===== config.mk =====
export PLATFORM = sky130hd
export DESIGN_NAME = row_feeder
export DESIGN_NICKNAME = d
export VERILOG_FILES = /design/src/rtl/row_feeder.sv
export SDC_FILE = /design/constraint.sdc
export NUM_CORES = 1
export LEC_CHECK = 0
export ABC_AREA = 1
export BUFFER_PORTS_ARGS = -buffer_cell sky130_fd_sc_hd__buf_2
export CORE_MARGIN = 4
export CORE_UTILIZATION = 37
export DETAILED_ROUTE_END_ITERATION = 8
export HOLD_SLACK_MARGIN = 0.1
export SLEW_MARGIN = 30
export SYNTH_ARGS = -nofsm -noshare
export SYNTH_HDL_FRONTEND = slang
export SYNTH_SLANG_ARGS = --single-unit

===== constraint.sdc =====
create_clock -name clk -period 2.7 [get_ports clk]
set_input_delay 0.675 -clock clk [delete_from_list [all_inputs] [get_ports clk]]
set_output_delay 0.675 -clock clk [all_outputs]
set_load 0.1 [all_outputs]

===== src/rtl/row_feeder.sv =====
// -----------------------------------------------------------------------------
// row_feeder
//   Upstream stage of row_crossbar. This block works on one tile at a time:
//     1. It captures one tile of matrix-A columns into a local buffer.
//        Each column carries one element per array row.
//     2. It replays the buffered columns into the skew stage, one column per
//        cycle.
//     3. It appends ARRAY_HEIGHT-1 zero columns so the deepest skew lane
//        drains completely.
//
// Ports
//   clk             in   rising-edge clock
//   reset           in   asynchronous, active-high reset
//   start           in   begin a tile (sampled only in IDLE)
//   k_len           in   number of columns in the tile, valid with start
//   abort           in   synchronous cancel of the current tile
//   in_valid        in   load beat valid
//   in_ready        out  load beat accepted when in_valid && in_ready
//   in_data         in   one column; lane r = bits [r*DATA_WIDTH +: DATA_WIDTH]
//   skew_sync_reset out  to row_crossbar.sync_reset (first LOAD cycle)
//   skew_shift      out  to row_crossbar.shift
//   skew_data       out  to row_crossbar.data_i
//   busy            out  high in any state but IDLE
//   done            out  1-cycle pulse, tile fully drained
//   err             out  1-cycle pulse, illegal k_len on start
//   dbg_state       out  current FSM state (IDLE=0, LOAD=1, STREAM=2, FLUSH=3)
//
// Handshake: a load beat transfers on a rising edge where in_valid and
// in_ready are both high. in_ready depends only on state. in_data must be
// stable while in_valid is high.
// -----------------------------------------------------------------------------
module row_feeder #(
  parameter int DATA_WIDTH   = 8,
  parameter int ARRAY_HEIGHT = 4,
  parameter int K_MAX        = 16,
  localparam int K_W         = $clog2(K_MAX + 1)
) (
  input  logic                               clk,
  input  logic                               reset,
  input  logic                               start,
  input  logic [K_W-1:0]                     k_len,
  input  logic                               abort,
  input  logic                               in_valid,
  output logic                               in_ready,
  input  logic [ARRAY_HEIGHT*DATA_WIDTH-1:0] in_data,
  output logic                               skew_sync_reset,
  output logic                               skew_shift,
  output logic [ARRAY_HEIGHT*DATA_WIDTH-1:0] skew_data,
  output logic                               busy,
  output logic                               done,
  output logic                               err,
  output logic [1:0]                         dbg_state
);

  localparam int COL_W = ARRAY_HEIGHT * DATA_WIDTH;
  localparam int AW    = (K_MAX > 1) ? $clog2(K_MAX) : 1;
  localparam int FL_W  = (ARRAY_HEIGHT > 2) ? $clog2(ARRAY_HEIGHT - 1) : 1;
  localparam logic [FL_W-1:0] FL_LAST = FL_W'((ARRAY_HEIGHT > 1) ? ARRAY_HEIGHT - 2 : 0);
  localparam logic [K_W-1:0]  K_MAX_V = K_W'(K_MAX);
  localparam logic [K_W-1:0]  K_ONE   = K_W'(1);

  typedef enum logic [1:0] {
    S_IDLE   = 2'd0,
    S_LOAD   = 2'd1,
    S_STREAM = 2'd2,
    S_FLUSH  = 2'd3
  } state_t;

  state_t           r_state;
  logic [K_W-1:0]   r_k_len;
  logic [K_W-1:0]   r_wr_ptr;
  logic [K_W-1:0]   r_rd_ptr;
  logic [FL_W-1:0]  r_fl_cnt;
  logic             r_sync_reset;
  logic             r_shift;
  logic [COL_W-1:0] r_data;
  logic             r_done;
  logic             r_err;
  logic [COL_W-1:0] r_buf [K_MAX];

  state_t           w_state_d;
  logic [K_W-1:0]   w_k_len_d;
  logic [K_W-1:0]   w_wr_ptr_d;
  logic [K_W-1:0]   w_rd_ptr_d;
  logic [FL_W-1:0]  w_fl_cnt_d;
  logic             w_sync_reset_d;
  logic             w_shift_d;
  logic [COL_W-1:0] w_data_d;
  logic             w_done_d;
  logic             w_err_d;
  logic             w_wr_en;
  logic             w_abort;
  logic             w_k_legal;
  logic [K_W-1:0]   w_last_idx;
  logic [AW-1:0]    w_wr_addr;
  logic [AW-1:0]    w_rd_addr;

  assign w_last_idx = r_k_len - K_ONE;
  assign w_wr_addr  = r_wr_ptr[AW-1:0];
  assign w_rd_addr  = r_rd_ptr[AW-1:0];
  assign w_k_legal  = (k_len != '0) && (k_len <= K_MAX_V);
  assign w_abort    = abort && (r_state != S_IDLE);

  always_comb begin
    w_state_d      = r_state;
    w_k_len_d      = r_k_len;
    w_wr_ptr_d     = r_wr_ptr;
    w_rd_ptr_d     = r_rd_ptr;
    w_fl_cnt_d     = r_fl_cnt;
    w_sync_reset_d = 1'b0;
    w_shift_d      = 1'b0;
    w_data_d       = '0;
    w_err_d        = 1'b0;
    w_wr_en        = 1'b0;

    case (r_state)
      S_IDLE: begin
        if (start) begin
          if (w_k_legal) begin
            w_k_len_d      = k_len;
            w_wr_ptr_d     = '0;
            w_sync_reset_d = 1'b1;
            w_state_d      = S_LOAD;
          end else begin
            w_err_d = 1'b1;
          end
        end
      end
      S_LOAD: begin
        if (in_valid) begin
          w_wr_en = 1'b1;
          if (r_wr_ptr == w_last_idx) begin
            w_rd_ptr_d = '0;
            w_state_d  = S_STREAM;
          end else begin
            w_wr_ptr_d = r_wr_ptr + K_ONE;
          end
        end
      end
      S_STREAM: begin
        w_shift_d = 1'b1;
        w_data_d  = r_buf[w_rd_addr];
        if (r_rd_ptr == w_last_idx) begin
          // A single-row array has no skew to drain, so go straight home.
          if (ARRAY_HEIGHT > 1) begin
            w_fl_cnt_d = '0;
            w_state_d  = S_FLUSH;
          end else begin
            w_state_d = S_IDLE;
          end
        end else begin
          w_rd_ptr_d = r_rd_ptr + K_ONE;
        end
      end
      S_FLUSH: begin
        w_shift_d = 1'b1;
        if (r_fl_cnt == FL_LAST) begin
          w_state_d = S_IDLE;
        end else begin
          w_fl_cnt_d = r_fl_cnt + FL_W'(1);
        end
      end
      default: w_state_d = S_IDLE;
    endcase

    if (w_abort) begin
      w_state_d = S_IDLE;
      w_shift_d = 1'b0;
      w_data_d  = '0;
      w_wr_en   = 1'b0;
    end

    // done marks the cycle right after the last shift, unless the tile was cut short.
    w_done_d = r_shift && !w_shift_d && !w_abort;
  end

  always_ff @(posedge clk or posedge reset) begin
    if (reset) begin
      r_state      <= S_IDLE;
      r_k_len      <= '0;
      r_wr_ptr     <= '0;
      r_rd_ptr     <= '0;
      r_fl_cnt     <= '0;
      r_sync_reset <= 1'b0;
      r_shift      <= 1'b0;
      r_data       <= '0;
      r_done       <= 1'b0;
      r_err        <= 1'b0;
    end else begin
      r_state      <= w_state_d;
      r_k_len      <= w_k_len_d;
      r_wr_ptr     <= w_wr_ptr_d;
      r_rd_ptr     <= w_rd_ptr_d;
      r_fl_cnt     <= w_fl_cnt_d;
      r_sync_reset <= w_sync_reset_d;
      r_shift      <= w_shift_d;
      r_data       <= w_data_d;
      r_done       <= w_done_d;
      r_err        <= w_err_d;
    end
  end

  // Buffer contents are don't-care after reset, so no reset term here.
  always_ff @(posedge clk) begin
    if (w_wr_en) begin
      r_buf[w_wr_addr] <= in_data;
    end
  end

  assign in_ready        = (r_state == S_LOAD);
  assign busy            = (r_state != S_IDLE);
  assign skew_sync_reset = r_sync_reset;
  assign skew_shift      = r_shift;
  assign skew_data       = r_data;
  assign done            = r_done;
  assign err             = r_err;
  assign dbg_state       = r_state;

endmodule


==> impl_metrics.yaml, run 1 <==
status:
  status: "complete, no violations"
yosys:
  synth_most_common_cell: "edfxtp_1"
  synth_top_area_share_pct: 69.32
  postSynthCellCount: 1661
  synthArstFlopShare_pct: 9.700
  synth_top_area_cell: "edfxtp_1"
  synthesis.nets: 1714
  netlist_area_um2: 22180
  synth_area_per_cell_um2: 13.35
  synth-edff-count: 512
  yosysWarnings: 0
  synth_area_leaders: "edfxtp_1 69%, dfrtp_1 6.2%, o21ai_0 5.4%"
  ys_ff_latch: 567
  synthTopCellsByCount: "512 x edfxtp_1, 292 x nor2_1, 240 x o21ai_0"
  ys_types: 35
  ys.flop_type: "edfxtp_1"
  yosysSeqAreaShare_pct: 75.53
worst_hold_path:
  hold_class: "input pin to async pin"
setup_path:
  cp_slowest_cell: "buf_2"
  critPathMaxFanout: 7
  start_kind: "flip-flop"
  slowest_delay_ps: 450
  cp.arrival_ps: 1860
  worstSetupPathType: "flip-flop to output pin"
  crit_path_end_kind: "output pin"
  path_depth: 3
  required_ps: 2030
  path_buf_inv: 2
  r2r_cells: 9
  crit_chain: "inv_2, ha_2, buf_2"
  cp_top_family: "buffers and inverters"
clocking:
  clk_latency_ps: 620
  tritoncts: "built"
  numCtsBuffers: 57
  cts_resized: 0
  root_buffer: "clkbuf_16"
  cts_max_level: 2
  clkTransAtPathRegs_ps: 60
  post_cts_buffers: 0
  numClockSinks: 567
  cts_hold_buf: 0
  clk_path_buf_depth: 3
routing:
  dr.pass1.iters: 5
  wl_um: 54910
  drt-wirelength-per-cell_um: 21.38
  vias_per_cell: 5.430
  antenna_left: 0
  drc: 0
  drt_iter0_drc: 1140
  via_count: 13940
global_routing:
  grt_pass1_vias: 13840
  antenna_found_initial: 1
  grt_pass1_wl_um: 83550
  grt_start_max_net_pins: 133
  grt_util_all_layers_pct: 16.93
  grt_overflow_total: 0
cells_and_area:
  fin_nets: 1800
  antenna_cells: 0
  layout-drive-gt1-share_pct: 15.26
  nFillCells: 5317
  synthToLayoutAreaGrowth_pct: 15.47
sta:
  setup_viol: 0
  rsz0062_at_grt: "no"
  hold_viol: 0
  max_freq_mhz: 395.0
  max_slew_margin_pct: 51.80
  setup_ws_ps: 168.1
  worst_pin_slew_ps: 721.3
  skew_ps: 28.97
  whs_ps: 103.6
  min_period_ps: 2532
  finalCritPeriodShare_pct: 93.77
  final_max_slew_viol_count: 0
  finalSetupTns_ps: 0
power_and_ir_drop:
  power_density_nw_per_um2: 911.9
  p_leak_nw: 8.717
  total_power_w: 0.02335
  p_switching_w: 0.007548
  pwr-share-clk_pct: 33.0
  switching_share_pct: 32.32
  power_report.internal_total_w: 0.01581
  seqPwrFrac_pct: 43.1
  p_comb_share_pct: 23.9
  peakVddDrop_v: 0.0006671
placement:
  io_buffers: 81
  gp_congestion: 0.7658
  hpwl_um: 31270
  dpl_worst_slack_ps: 364.0
floorplan:
  fp-row-count: 89
  die_y_um: 252.8
  initial_core_util_pct: 37.51
  die_area_um2: 63920
  die_w_um: 252.8
  design.core.area_um2: 59130
  io_pins: 82
flow_run:
  drv_cap: 0
==> routing by layer <==
metal  part of all wire, %  vias up  GRT usage [%]  routed length [µm]
met3                   6.3       79          2.671                3481
met1                    44     7057          23.82               24170
met2                    47      452          27.58               26070
met4                   2.1        2          4.791                1165
li1                      -     6354              -                   -
met5                 0.022        -              0                  12
==> worst paths after layout <==
check / to / slack [ps] / start
hold / removal: skew_data[31]$_DFF_PP0_ / 100 / reset
min in group clk: r_k_len[1]$_DFFE_PP0P_ / 290 / k_len[1]
setup / recovery: in_ready / 170 / dbg_state[1]$_DFFE_PP0P_
max in group asynchronous: r_rd_ptr[0]$_DFFE_PP0P_ / 1960 / reset
hold reg to reg: r_fl_cnt[1]$_DFFE_PP0P_ / 500 / r_fl_cnt[1]$_DFFE_PP0P_
setup reg to reg: r_buf[2][0]$_DFFE_PP_ / 350 / dbg_state[1]$_DFFE_PP0P_
==> cell type report <==
type                       instances  area (µm²)  share of cell area, %
sequential                       567       16760                  65.45
clock inverter                    28       250.2                 0.9771
timing repair buffer             133       958.4                  3.742
inverter                          33       135.1                 0.5277
clock buffer                      79        1589                  6.205
tap                              773       967.2                  3.777
multi-input combinational        955        4947                  19.32
==> state kept, by name (all words and copies together) (netlist names) <==
name             cells
dbg_state            2
r_wr_ptr             5
r_fl_cnt             2
r_rd_ptr             5
err                  1
done                 1
r_k_len              5
skew_data           32
skew_shift           1
r_buf              512
skew_sync_reset      1
==> kinds of logic (layout without fill, tap and decap cells) <==
kind of cell	count (synthesis)	count (layout)	synth area share, %
AO/OA/AOI/OAI	439	439	11.59
XOR/XNOR	6	6	0.2369
adder cells (fa/ha/maj)	11	11	0.6205
buffers and inverters	139	273	3.001
flip-flops	567	567	75.53
AND/OR/NAND/NOR	499	499	9.026
==> cell usage in the layout (no fill, tap or decap), drive strengths merged <==
cell and n:
clkbuf 79, ha 11, or2 2, nand2 142, o22ai 70, o21bai 1, dfrtp 55, o221ai 58
clkinv 22, nand4 6, o21ai 268, a31oi 32, edfxtp 512, a211oi 1, o211ai 7, nor2 296
nand3 52, nand3b 1, xnor2 1, inv 31, bufinv 4, xor2 5, clkinvlp 4, a21oi 2
buf 133
==> power groups by stage <==
stage,Clock (W),Sequential [W],Combinational [W]
global placement,0,0.0102,0.00548
detailed placement,0,0.0102,0.00559
global route,0.00828,0.0101,0.00612
CTS,0.00790,0.0101,0.00561
finish,0.00771,0.0101,0.00558
floorplan,0,0.0110,0.00347
==> metrics by stage <==
stage          area, µm²  utilization (%)  cells
4_1_cts            25610            43.31   2568
2_1_floorplan      22360                -   1661
5_1_grt            25610            43.31   2568
3_3_place_gp       23770            40.20   2461
6_report           25610            43.31   2568
3_5_place_dp       23770            40.20   2461
Power figures use the tool's default switching activity.
==> inputs of run 2 (changes only) <==
==> constraint.sdc (replaced) <==
create_clock -name clk -period 2.7 [get_ports clk]
set_input_delay 0.405 -clock clk [delete_from_list [all_inputs] [get_ports clk]]
set_output_delay 0.405 -clock clk [all_outputs]
set_load 0.1 [all_outputs]
==> run 2 against run 1 <==
Against the previous run:
- count of clock-buffer cells in the layout rose by 6
- sequential power barely moved
- clock skew fell by 9.4 ps
- sequential share of layout area decreased by 0.15 points
- maximum frequency grew 5.8%
- cell count increased by 0.23%
- critical path depth up 6
==> impl_metrics.yaml, run 2 (synthesis gave the netlist of run 1 again) <==
setup_path:
  start_kind: "flip-flop"
  cp_top_family: "simple AND/OR/NAND/NOR gates"
  worstSetupPathType: "flip-flop to flip-flop"
  slowest_delay_ps: 440
  crit_chain: "inv_2, ha_4, clkinvlp_4, nand2_2, inv_2, nor2_4, nand2_4, nor2_4, buf_4"
  critPathMaxFanout: 22
  path_buf_inv: 4
  crit_path_end_kind: "flip-flop"
  cp.arrival_ps: 2640
  required_ps: 2950
  cp_slowest_cell: "dfrtp_2"
power_and_ir_drop:
  p_comb_share_pct: 23.9
  seqPwrFrac_pct: 43.1
  total_power_w: 0.02334
  p_switching_w: 0.007513
  p_leak_nw: 8.717
  power_report.internal_total_w: 0.01583
  peakVddDrop_v: 0.0005526
  pwr-share-clk_pct: 33.0
  switching_share_pct: 32.18
  power_density_nw_per_um2: 909.4
cells_and_area:
  synthToLayoutAreaGrowth_pct: 15.73
  layout.cells.most_common: "edfxtp_1"
  largest_register_ffs: 512
  nFillCells: 5341
  multi_input_area_um2: 4947
  largest_register: "r_buf"
  regArea_um2: 16760
  layout-drive-gt1-share_pct: 14.83
  final_cell_mix: "512 x edfxtp_1, 274 x nor2_1, 240 x o21ai_0"
  antenna_cells: 0
  fin_nets: 1808
sta:
  max_slew_margin_pct: 59.15
  finalSetupTns_ps: 0
  rsz0062_at_grt: "no"
  hold_viol: 0
  skew_ps: 19.56
  finalCritPeriodShare_pct: 88.66
  max_freq_mhz: 417.8
  setup_viol: 0
  worst_pin_slew_ps: 611.4
  final_max_slew_viol_count: 0
  setup_ws_ps: 306.3
  min_period_ps: 2394
flow_run:
  drv_cap: 0
placement:
  dpl_worst_slack_ps: 341.6
  gp_congestion: 0.7836
  io_buffers: 81
  hpwl_um: 31260
floorplan:
  die_y_um: 252.8
  io_pins: 82
  fp-row-count: 89
  die_area_um2: 63920
  design.core.area_um2: 59130
  die_w_um: 252.8
  initial_core_util_pct: 37.51
clocking:
  tritoncts: "built"
  clk_latency_ps: 610
  numClockSinks: 567
  root_buffer: "clkbuf_16"
  post_cts_buffers: 0
  numCtsBuffers: 56
  clk_path_buf_depth: 3
  cts_max_level: 2
  clkTransAtPathRegs_ps: 60
routing:
  dr.pass1.iters: 8
  wl_um: 54830
  drt-wirelength-per-cell_um: 21.30
  antenna_left: 0
  drc: 0
  via_count: 14020
  vias_per_cell: 5.446
  drt_iter0_drc: 1292
global_routing:
  grt_pass1_wl_um: 83500
  antenna_found_initial: 1
  grt_start_max_net_pins: 95
  grt_pass1_vias: 13890
  grt_util_all_layers_pct: 16.85
  grt_overflow_total: 0
status:
  status: "complete, no violations"
worst_hold_path:
  hold_class: "input pin to flip-flop"
-- run 2: cell types whose count changed in the layout (fill, tap and decap cells not counted) --
| cell | previous run | this run |
|---|---|---|
| clkinv_2 | 17 | 5 |
| dlygate4sd3_1 | 0 | 7 |
| clkbuf_1 | 14 | 20 |
| buf_4 | 39 | 42 |
| clkinvlp_4 | 4 | 6 |
| buf_12 | 13 | 12 |
| inv_6 | 2 | 3 |
-- run 2: worst paths after layout --
path	startpoint	slack, ps	depth (start not counted)	end
max	dbg_state[1]$_DFFE_PP0P_	310	9	r_buf[0][31]$_DFFE_PP_
min	in_data[6]	180	1	r_buf[2][6]$_DFFE_PP_
max reg2reg	dbg_state[1]$_DFFE_PP0P_	310	9	r_buf[0][31]$_DFFE_PP_
min reg2reg	r_fl_cnt[0]$_DFFE_PP0P_	510	2	r_fl_cnt[0]$_DFFE_PP0P_
max in group asynchronous	reset	1580	4	skew_data[10]$_DFF_PP0_
min in group asynchronous	reset	360	3	dbg_state[1]$_DFFE_PP0P_
-- run 2: power groups by stage --
stage / clock [W] / sequential (W) / combinational (W)
final: 0.00771 / 0.0101 / 0.00557
after global routing: 0.00821 / 0.0101 / 0.00610
after CTS: 0.00785 / 0.0101 / 0.00559
after detailed placement: 0 / 0.0102 / 0.00558
after global placement: 0 / 0.0102 / 0.00546
after floorplan: 0 / 0.0110 / 0.00347
-- run 2: timing repair --
action                    4_1_cts  5_1_grt
hold endpoints to repair       29        0
hold buffers                    7        0
resized for setup               0        0
-- run 2: per-stage QoR --
| step | instances | util [%] | instance area, µm² | hold slack (ps) |
|---|---|---|---|---|
| final | 2574 | 43.41 | 25670 | 175.4 |
| after global routing | 2574 | 43.41 | 25670 | 163.5 |
| after CTS | 2574 | 43.41 | 25670 | 134.2 |
| after detailed placement | 2463 | 40.20 | 23770 | 465.6 |
| after global placement | 2463 | 40.20 | 23770 | 456.6 |
| after floorplan | 1661 | - | 22360 | 458.8 |
-- run 2: worst reg2reg max path, cell delays in order (launching register included) --
cell        delay (ps)
dfrtp_2            440
inv_2              100
ha_4               160
clkinvlp_4         110
nand2_2            140
inv_2               80
nor2_4             290
nand2_4            160
nor2_4             140
buf_4              400
-- run 2: layout make-up --
type	instances	share of cell area, %
multi-input cells	955	19.27
well taps	773	3.768
inverters	33	0.5264
flip-flops and latches	567	65.30
repair buffers	142	4.017
clock buffers	85	6.278
clock inverters	19	0.8335
-- run 2: layer usage --
metal	share of wire, %	global-route usage (%)	up-vias
met2	48	27.82	459
met5	0.024	0	-
met4	2.1	4.649	2
met3	6.5	2.660	79
met1	44	23.46	7097
li1	-	-	6381
